===== config.mk =====
export PLATFORM = sky130hd
export DESIGN_NAME = aoi21_bist_ctrl_flat
export DESIGN_NICKNAME = d
export VERILOG_FILES = /design/src/rtl/aoi21_bist_ctrl_if.sv /design/src/rtl/aoi21_bist_ctrl.sv /design/src/flat_wrapper.sv
export SDC_FILE = /design/constraint.sdc
export NUM_CORES = 1
export LEC_CHECK = 0
export ABC_AREA = 1
export BUFFER_PORTS_ARGS = -buffer_cell sky130_fd_sc_hd__buf_4
export CORE_MARGIN = 2
export CORE_UTILIZATION = 50
export DETAILED_ROUTE_END_ITERATION = 16
export PLACE_DENSITY_LB_ADDON = 0.08
export SYNTH_ARGS = -nofsm -noshare
export SYNTH_HDL_FRONTEND = slang
export SYNTH_SLANG_ARGS = --single-unit

===== constraint.sdc =====
create_clock -name clk -period 1.75 [get_ports clk]
set_input_delay 0.2625 -clock clk [delete_from_list [all_inputs] [get_ports clk]]
set_output_delay 0.2625 -clock clk [all_outputs]
set_load 0.005 [all_outputs]

===== src/rtl/aoi21_bist_ctrl_if.sv =====
// Supervisor/cell-side signal bundle for the AOI21 BIST sequencer.
// err_cnt exists only when AOI21_BIST_ERRCNT_EN is defined.
interface aoi21_bist_ctrl_if;
    logic       start;
    logic       y;
    logic       a;
    logic       b;
    logic       c;
    logic       busy;
    logic       done;
    logic       pass;
    logic [2:0] fail_idx;
`ifdef AOI21_BIST_ERRCNT_EN
    logic [7:0] err_cnt;
`endif

    // Supervisor and cell side: requests runs, returns the cell output.
    modport master (
        output start, y,
        input  a, b, c, busy, done, pass, fail_idx
`ifdef AOI21_BIST_ERRCNT_EN
        , input err_cnt
`endif
    );

    // Sequencer side.
    modport slave (
        input  start, y,
        output a, b, c, busy, done, pass, fail_idx
`ifdef AOI21_BIST_ERRCNT_EN
        , output err_cnt
`endif
    );
endinterface


===== src/rtl/aoi21_bist_ctrl.sv =====
// BIST sequencer: sweeps all {a,b,c} vectors through one AOI21 cell and checks y.
// Optional feature macro AOI21_BIST_ERRCNT_EN: run to completion and count mismatches.
module aoi21_bist_ctrl #(
    parameter int unsigned SETTLE = 2,
    parameter int unsigned PASSES = 1
) (
    input logic              clk,
    input logic              rst,
    aoi21_bist_ctrl_if.slave bus
);
    localparam int unsigned SCNT_W = 4;
    localparam int unsigned PC_W   = 8;
    localparam int unsigned VEC_W  = 3;
    localparam logic [SCNT_W-1:0] LAST_SCNT = SCNT_W'(SETTLE - 1);
    localparam logic [PC_W-1:0]   LAST_PC   = PC_W'(PASSES - 1);
    localparam logic [VEC_W-1:0]  LAST_VEC  = VEC_W'(7);

    typedef enum logic [1:0] {IDLE, APPLY, CHECK, DONE} state_t;

    state_t             state;
    logic [VEC_W-1:0]   vi;
    logic [PC_W-1:0]    pc;
    logic [SCNT_W-1:0]  scnt;
    logic               err_seen;

    logic exp_y_c;
    logic mismatch_c;
    logic last_vec_c;
    logic stop_c;

    // Golden response of the vector currently on the cell; X/Z on y is a mismatch.
    assign exp_y_c    = ~((bus.a & bus.b) | bus.c);
    assign mismatch_c = (bus.y !== exp_y_c);
    assign last_vec_c = (vi == LAST_VEC) && (pc == LAST_PC);
`ifdef AOI21_BIST_ERRCNT_EN
    assign stop_c = last_vec_c;
`else
    assign stop_c = last_vec_c || mismatch_c;
`endif

    always_ff @(posedge clk) begin
        if (rst) begin
            state        <= IDLE;
            vi           <= '0;
            pc           <= '0;
            scnt         <= '0;
            err_seen     <= 1'b0;
            bus.a        <= 1'b0;
            bus.b        <= 1'b0;
            bus.c        <= 1'b0;
            bus.busy     <= 1'b0;
            bus.done     <= 1'b0;
            bus.pass     <= 1'b0;
            bus.fail_idx <= '0;
`ifdef AOI21_BIST_ERRCNT_EN
            bus.err_cnt  <= '0;
`endif
        end else begin
            case (state)
                IDLE: begin
                    bus.done <= 1'b0;
                    if (bus.start) begin
                        state        <= APPLY;
                        vi           <= '0;
                        pc           <= '0;
                        scnt         <= '0;
                        err_seen     <= 1'b0;
                        {bus.a, bus.b, bus.c} <= '0;
                        bus.busy     <= 1'b1;
                        bus.pass     <= 1'b0;
                        bus.fail_idx <= '0;
`ifdef AOI21_BIST_ERRCNT_EN
                        bus.err_cnt  <= '0;
`endif
                    end
                end

                APPLY: begin
                    if (scnt == LAST_SCNT) begin
                        state <= CHECK;
                        scnt  <= '0;
                    end else begin
                        scnt <= scnt + SCNT_W'(1);
                    end
                end

                CHECK: begin
                    // Only the first mismatch of a run is reported in fail_idx.
                    if (mismatch_c) begin
                        err_seen <= 1'b1;
                        if (!err_seen) begin
                            bus.fail_idx <= vi;
                        end
`ifdef AOI21_BIST_ERRCNT_EN
                        if (bus.err_cnt != 8'hFF) begin
                            bus.err_cnt <= bus.err_cnt + 8'd1;
                        end
`endif
                    end
                    vi <= vi + VEC_W'(1);
                    if (vi == LAST_VEC) begin
                        pc <= pc + PC_W'(1);
                    end
                    if (stop_c) begin
                        state    <= DONE;
                        bus.done <= 1'b1;
                        bus.busy <= 1'b0;
                        bus.pass <= !(err_seen || mismatch_c);
                        {bus.a, bus.b, bus.c} <= '0;
                    end else begin
                        state <= APPLY;
                        {bus.a, bus.b, bus.c} <= vi + VEC_W'(1);
                    end
                end

                DONE: begin
                    state    <= IDLE;
                    bus.done <= 1'b0;
                end

                default: state <= IDLE;
            endcase
        end
    end
endmodule


===== src/flat_wrapper.sv =====
// flat-port wrapper written by rule: the top's interface ports become plain ports
module aoi21_bist_ctrl_flat 
#(
    parameter int unsigned SETTLE = 2,
    parameter int unsigned PASSES = 1
)
  (clk, rst, bus_start, bus_y, bus_a, bus_b, bus_c, bus_busy, bus_done, bus_pass, bus_fail_idx);
  aoi21_bist_ctrl_if bus_i ();
  input logic clk;
  input logic rst;
  input wire logic [$bits(bus_i.start)-1:0] bus_start;
  input wire logic [$bits(bus_i.y)-1:0] bus_y;
  output wire logic [$bits(bus_i.a)-1:0] bus_a;
  output wire logic [$bits(bus_i.b)-1:0] bus_b;
  output wire logic [$bits(bus_i.c)-1:0] bus_c;
  output wire logic [$bits(bus_i.busy)-1:0] bus_busy;
  output wire logic [$bits(bus_i.done)-1:0] bus_done;
  output wire logic [$bits(bus_i.pass)-1:0] bus_pass;
  output wire logic [$bits(bus_i.fail_idx)-1:0] bus_fail_idx;
  assign bus_i.start = bus_start;
  assign bus_i.y = bus_y;
  assign bus_a = bus_i.a;
  assign bus_b = bus_i.b;
  assign bus_c = bus_i.c;
  assign bus_busy = bus_i.busy;
  assign bus_done = bus_i.done;
  assign bus_pass = bus_i.pass;
  assign bus_fail_idx = bus_i.fail_idx;
  aoi21_bist_ctrl #(.SETTLE(SETTLE), .PASSES(PASSES)) u_core (.clk(clk), .rst(rst), .bus(bus_i));
endmodule

**After elaboration in Yosys (flattened, before gate mapping)**

Index checks and enable logic that the tools add are counted.

- Logic and storage cells: 79
- Input bits: 4
- Bits in registers: 27
- Output and inout bits: 9

- Bitwise gates (word level): 3
- $add $sub $neg: 3
- Mux-type cells: 31
- Equal/unequal tests: 12
- Reduce and logical (&&, ||, !) cells: 18

Operators with widths:

| operator | number |
|---|---|
| 2-to-1 mux 8 bit | 2 |
| one-hot mux 8 bit (2 select lines) | 1 |
| one-hot mux 1 bit (2 select lines) | 7 |
| one-hot mux 3 bit (2 select lines) | 2 |
| 2-to-1 mux 1 bit | 9 |
| 2-to-1 mux 3 bit | 3 |
| AND reduction 3 bit | 3 |
| adder 8 x 1 -> 8 bit (second input constant) | 1 |
| logical NOT 8 bit | 1 |
| 2-to-1 mux 4 bit | 2 |
| inequality test 2 x 1 -> 1 bit (second input constant) | 4 |
| one-hot mux 2 bit (4 select lines) | 1 |
| one-hot mux 4 bit (2 select lines) | 1 |
| AND reduction 2 bit | 4 |
| 2-to-1 mux 2 bit | 3 |
| nonzero test 2 bit | 3 |
| adder 4 x 1 -> 4 bit (second input constant) | 1 |
| equality test 2 bit (second input constant) | 2 |
| equality test 4 x 1 -> 1 bit (second input constant) | 1 |
| inequality test 2 bit (second input constant) | 2 |
| AND reduction 4 bit | 1 |
| adder 3 x 1 -> 3 bit (second input constant) | 1 |
| equality test 3 bit (second input constant) | 1 |
| equality test 2 x 1 -> 1 bit (second input constant) | 1 |
| other kinds (9) | 10 |

**Longest topological paths before layout**

- Depth after elaboration: 8
- Depth in mapped cells: 12
- Mapped depth without buffers: 11

**Worst setup path after synthesis**

Ideal clock, no wire load.

- Path type: flip-flop to flip-flop
- From: reg u_core.state[0]
- To: reg u_core.pc[0]
- Path buffers: 0
- Stages on the path, launching flop included: 9
- Data required time: 1618 ps
- Library setup time: 132 ps
- Path slack: 360 ps
- Clock period less this slack: 1390 ps
- Data arrival time: 1259 ps
- Cells stage by stage: dfxtp_1 > inv_1 > ha_1 > nand2_2 > nand2_8 > nor2_4 > inv_2 > a21oi_1 > a211oi_2

- Cells in the longest elaborated chain, start to end: 3
- Elaborated cells between the ends (all ways): 7
- Those cells by class: eq/ne: 3; mux: 1; reduce/logical: 3

Ends and longest elaborated chain:

| element | line | RTL |
|---|---|---|
| start, declared | aoi21_bist_ctrl.sv:20 | `state_t state;` |
| start signal, assigned | aoi21_bist_ctrl.sv:43 | `state <= IDLE;` |
| start signal, assigned | aoi21_bist_ctrl.sv:63 | `state <= APPLY;` |
| start signal, assigned | aoi21_bist_ctrl.sv:80 | `state <= CHECK;` |
| equality test 2 bit or logical NOT 2 bit (tied branches) | aoi21_bist_ctrl.sv:59 | `case (state)` |
| inequality test 2 x 1 -> 1 bit (no line) (tied with other cells) | n/a |  |
| AND reduction 3 bit (no line) | n/a |  |
| end signal, assigned | aoi21_bist_ctrl.sv:102 | `pc <= pc + PC_W'(1);` |
| end, declared | aoi21_bist_ctrl.sv:22 | `logic [PC_W-1:0] pc;` |

Parallel ways exist; a longest one is shown, timed or not.
A chain may end at the register's enable or synchronous reset.

**Worst setup path in the final report**

- From: reg u_core.state[0]
- To: reg u_core.pc[5]

The elaborated chain is that of the path after synthesis.

==> results by group <==
Floorplanning
  – Die area: 3450 µm²
  – Ports: 13
  – Die Span Y: 58.8 µm
  – Core area: 2810 µm²
  – Initial Util: 53.5%
  – Placement row count: 19
  – Die Wd: 58.8 µm

Drt
  – First DRT Iteration DRCs: 62
  – Vias: 1332
  – Antenna-violating nets left: 0
  – WL/cell: 11.4 µm
  – Drt pass-1 iters: 10
  – Post-Route WL: 2910 µm
  – Via density: 5.22
  – DRC Markers: 1

Worst setup path
  – Critical path class: reg2reg
  – Critical path origin: u_core.state[0]
  – CP Data Required Time: 2020 ps
  – Reg2reg end: u_core.pc[5]
  – Setup crit end: u_core.pc[5]
  – Flop2flop setup slack: 230 ps
  – Worst-case reg-to-reg path depth: 11
  – Worst setup SP type: flop
  – Reg2reg start: u_core.state[0]
  – CP Capture Type: flop
  – Worst EP arrival: 1790 ps
  – CP Max Fanout: 10

Logic synthesis
  – Avg Inst Size Synth: 7.11 µm²
  – Post-synth ARST share: 0%
  – Synth area leader: dfxtp_1
  – Synthesized cell area: 1500 µm²
  – Synthesized Nets: 224
  – Ys flop type: dfxtp_1
  – Seq/Total Area, Yosys: 36.0%
  – FF+latch count, synth: 27
  – Synth Instances: 211
  – EDFF count, synth: 0
  – Synth area leaders: dfxtp_1 (36%), nand2_1 (13%), inv_1 (7.8%)
  – Yosys warns: 0
  – Synth top area share: 36.0%
  – Post-synth cell types: 29

Pwr
  – Power Total: 1.95 mW
  – Worst vdd ir: 0.813 mV
  – Static leakage: 0.765 nW
  – Power Dens Cells: 1190 nW/µm²

Layout
  – Share of layout cells above drive strength 1: 15.2%
  – N_diodes: 0
  – Filler instances: 266
  – Final core occ: 58.7%
  – Final instance area: 1650 µm²
  – Nets: 238
  – Non-filler instance count after layout: 255
  – Syn-to-layout area delta: 9.84%
  – Footprint of the multi-input gates: 800 µm²
  – Register area: 541 µm²

Placement
  – Pre-CTS WS: 199 ps
  – Final RePlAce weighted congestion: 0.785
  – Port buffer count: 12
  – Final HPWL from detailed placement: 2250 µm
  – Placed Area: 1610 µm²
  – Placed cells: 251

Timing
  – Clock skew: 8.98 ps
  – Final Cycle Share: 87.0%
  – Final Critical Period: 1520 ps
  – Final Hold Viols: 0
  – Relative slew slack: 85.1%
  – Worst-margin pin slew: 222 ps
  – Hold Slack: 222 ps
  – Final setup vio count: 0
  – RSZ-0062 raised after global routing: false
  – Max Fclk: 0.657 GHz
  – Pins Over Slew Limit: 0
  – Post-route setup slack: 227 ps
  – Final TNS setup: 0 ps

Worst hold path
  – Min-delay src: rst
  – HP Class: in2reg

Run
  – Max_cap viols: 0

Status
  – Failing checks: DRC
  – Status: finished with violations

CTS
  – CTS tree: built
  – TritonCTS Buffers: 3
  – H-tree levels: 1
  – Cts repair resizes: 0
  – Worst-path clk slew: 150 ps
  – CTS Buffer Depth: 2
  – Clk sinks: 27
  – Cts hold-fix bufs: 0
  – Worst-skew pair later-pin latency: 330 ps
  – Post-CTS setup buffers: 0
  – CTS root buffer: clkbuf_4

Global route
  – GR Overflow Total: 0
  – Pin count of the biggest net entering global routing: 18
  – Vias in the first global route: 1265
  – Initial antenna violation count: 0
  – Global-route wire length before repair: 5100 µm
  – Tot GR Track Use: 19.2%
==> layout make-up <==
type                    instances  area share [%]
multi-input cells             143            48.5
flip-flops and latches         27            32.8
well taps                      31            2.35
clock buffers                   3            1.37
inverters                      37            8.73
clock inverters                 1           0.304
repair buffers                 13            5.92
==> report_power, final <==
| group | internal [mW] | switching [mW] |
|---|---|---|
| Sequential | 0.697 | 0.0530 |
| Clock | 0.0858 | 0.188 |
| Combinational | 0.313 | 0.616 |
| Total | 1.10 | 0.857 |
==> how the worst min path moves through the flow <==
stage / to / slack, ps / cells past startpoint
after global routing: u_core.vi[1] / 220 / 2
after floorplan: u_core.err_seen / 450 / 2
after detailed placement: u_core.bus.fail_idx[0] / 460 / 2
after CTS: u_core.vi[0] / 210 / 2
final: u_core.bus.fail_idx[0] / 220 / 2
after global placement: u_core.bus.fail_idx[0] / 450 / 2
==> per-layer routing <==
metal / global-route usage (%) / wire, µm / up-vias / share of wire, %
li1: - / - / 702 / -
met1: 23.2 / 1390 / 599 / 48
met2: 33.3 / 1390 / 25 / 48
met3: 2.64 / 78 / 6 / 2.7
met4: 9.09 / 55 / 0 / 1.9
met5: 0 / 0 / - / 0
==> kinds of logic after synthesis <==
logic type,share of synthesized area [%]
simple gates,31.7
buf+inv,11.2
compound gates,13.0
flops,36.0
fa+ha+maj,7.51
xor+xnor,0.584
==> worst max-delay path, cell delays in order, from the launching register on <==
cell     delay, ps
dfxtp_1        370
inv_1           90
ha_1           250
inv_4          110
nand2_4         70
nand2_8        100
inv_4           70
nand2_1         80
nand2_1         90
inv_1           90
nand2_1         50
nor2_1          90
==> sequential cells by signal, indices dropped and copies added, names as in the netlist <==
| register | cells |
|---|---|
| u_core.bus.a | 1 |
| u_core.bus.b | 1 |
| u_core.bus.busy | 1 |
| u_core.bus.c | 1 |
| u_core.bus.done | 1 |
| u_core.bus.fail_idx | 3 |
| u_core.bus.pass | 1 |
| u_core.err_seen | 1 |
| u_core.pc | 8 |
| u_core.scnt | 4 |
| u_core.state | 2 |
| u_core.vi | 3 |
==> synthesized netlist by cell type (2+ instances only) <==
master / count
a211oi_2: 2
inv_2: 4
ha_1: 9
nand4_1: 9
nand2_1: 53
inv_4: 2
nor2_1: 15
inv_1: 31
dfxtp_1: 27
clkbuf_1: 2
nor2_4: 2
nand3_1: 11
o21ai_0: 4
a21oi_1: 22
o21ai_1: 2
or2_1: 3
==> placed cells by master (no fill, tap or decap) <==
master / instances
nand2_1: 53
inv_1: 31
dfxtp_1: 27
a21oi_1: 22
nor2_1: 15
buf_4: 13
nand3_1: 11
nand4_1: 9
ha_1: 8
inv_2: 4
o21ai_0: 4
or2_1: 3
clkbuf_4: 3
inv_4: 2
nor2_4: 2
nand2_4: 2
o21ai_1: 2
a211oi_2: 2
nand2_8: 1
o21bai_1: 1
nor3b_4: 1
nor3_1: 1
o21ai_2: 1
nor2_2: 1
xor2_1: 1
o21a_1: 1
o22ai_1: 1
ha_2: 1
clkinv_2: 1
No activity file was read; power rests on OpenSTA's default activity.
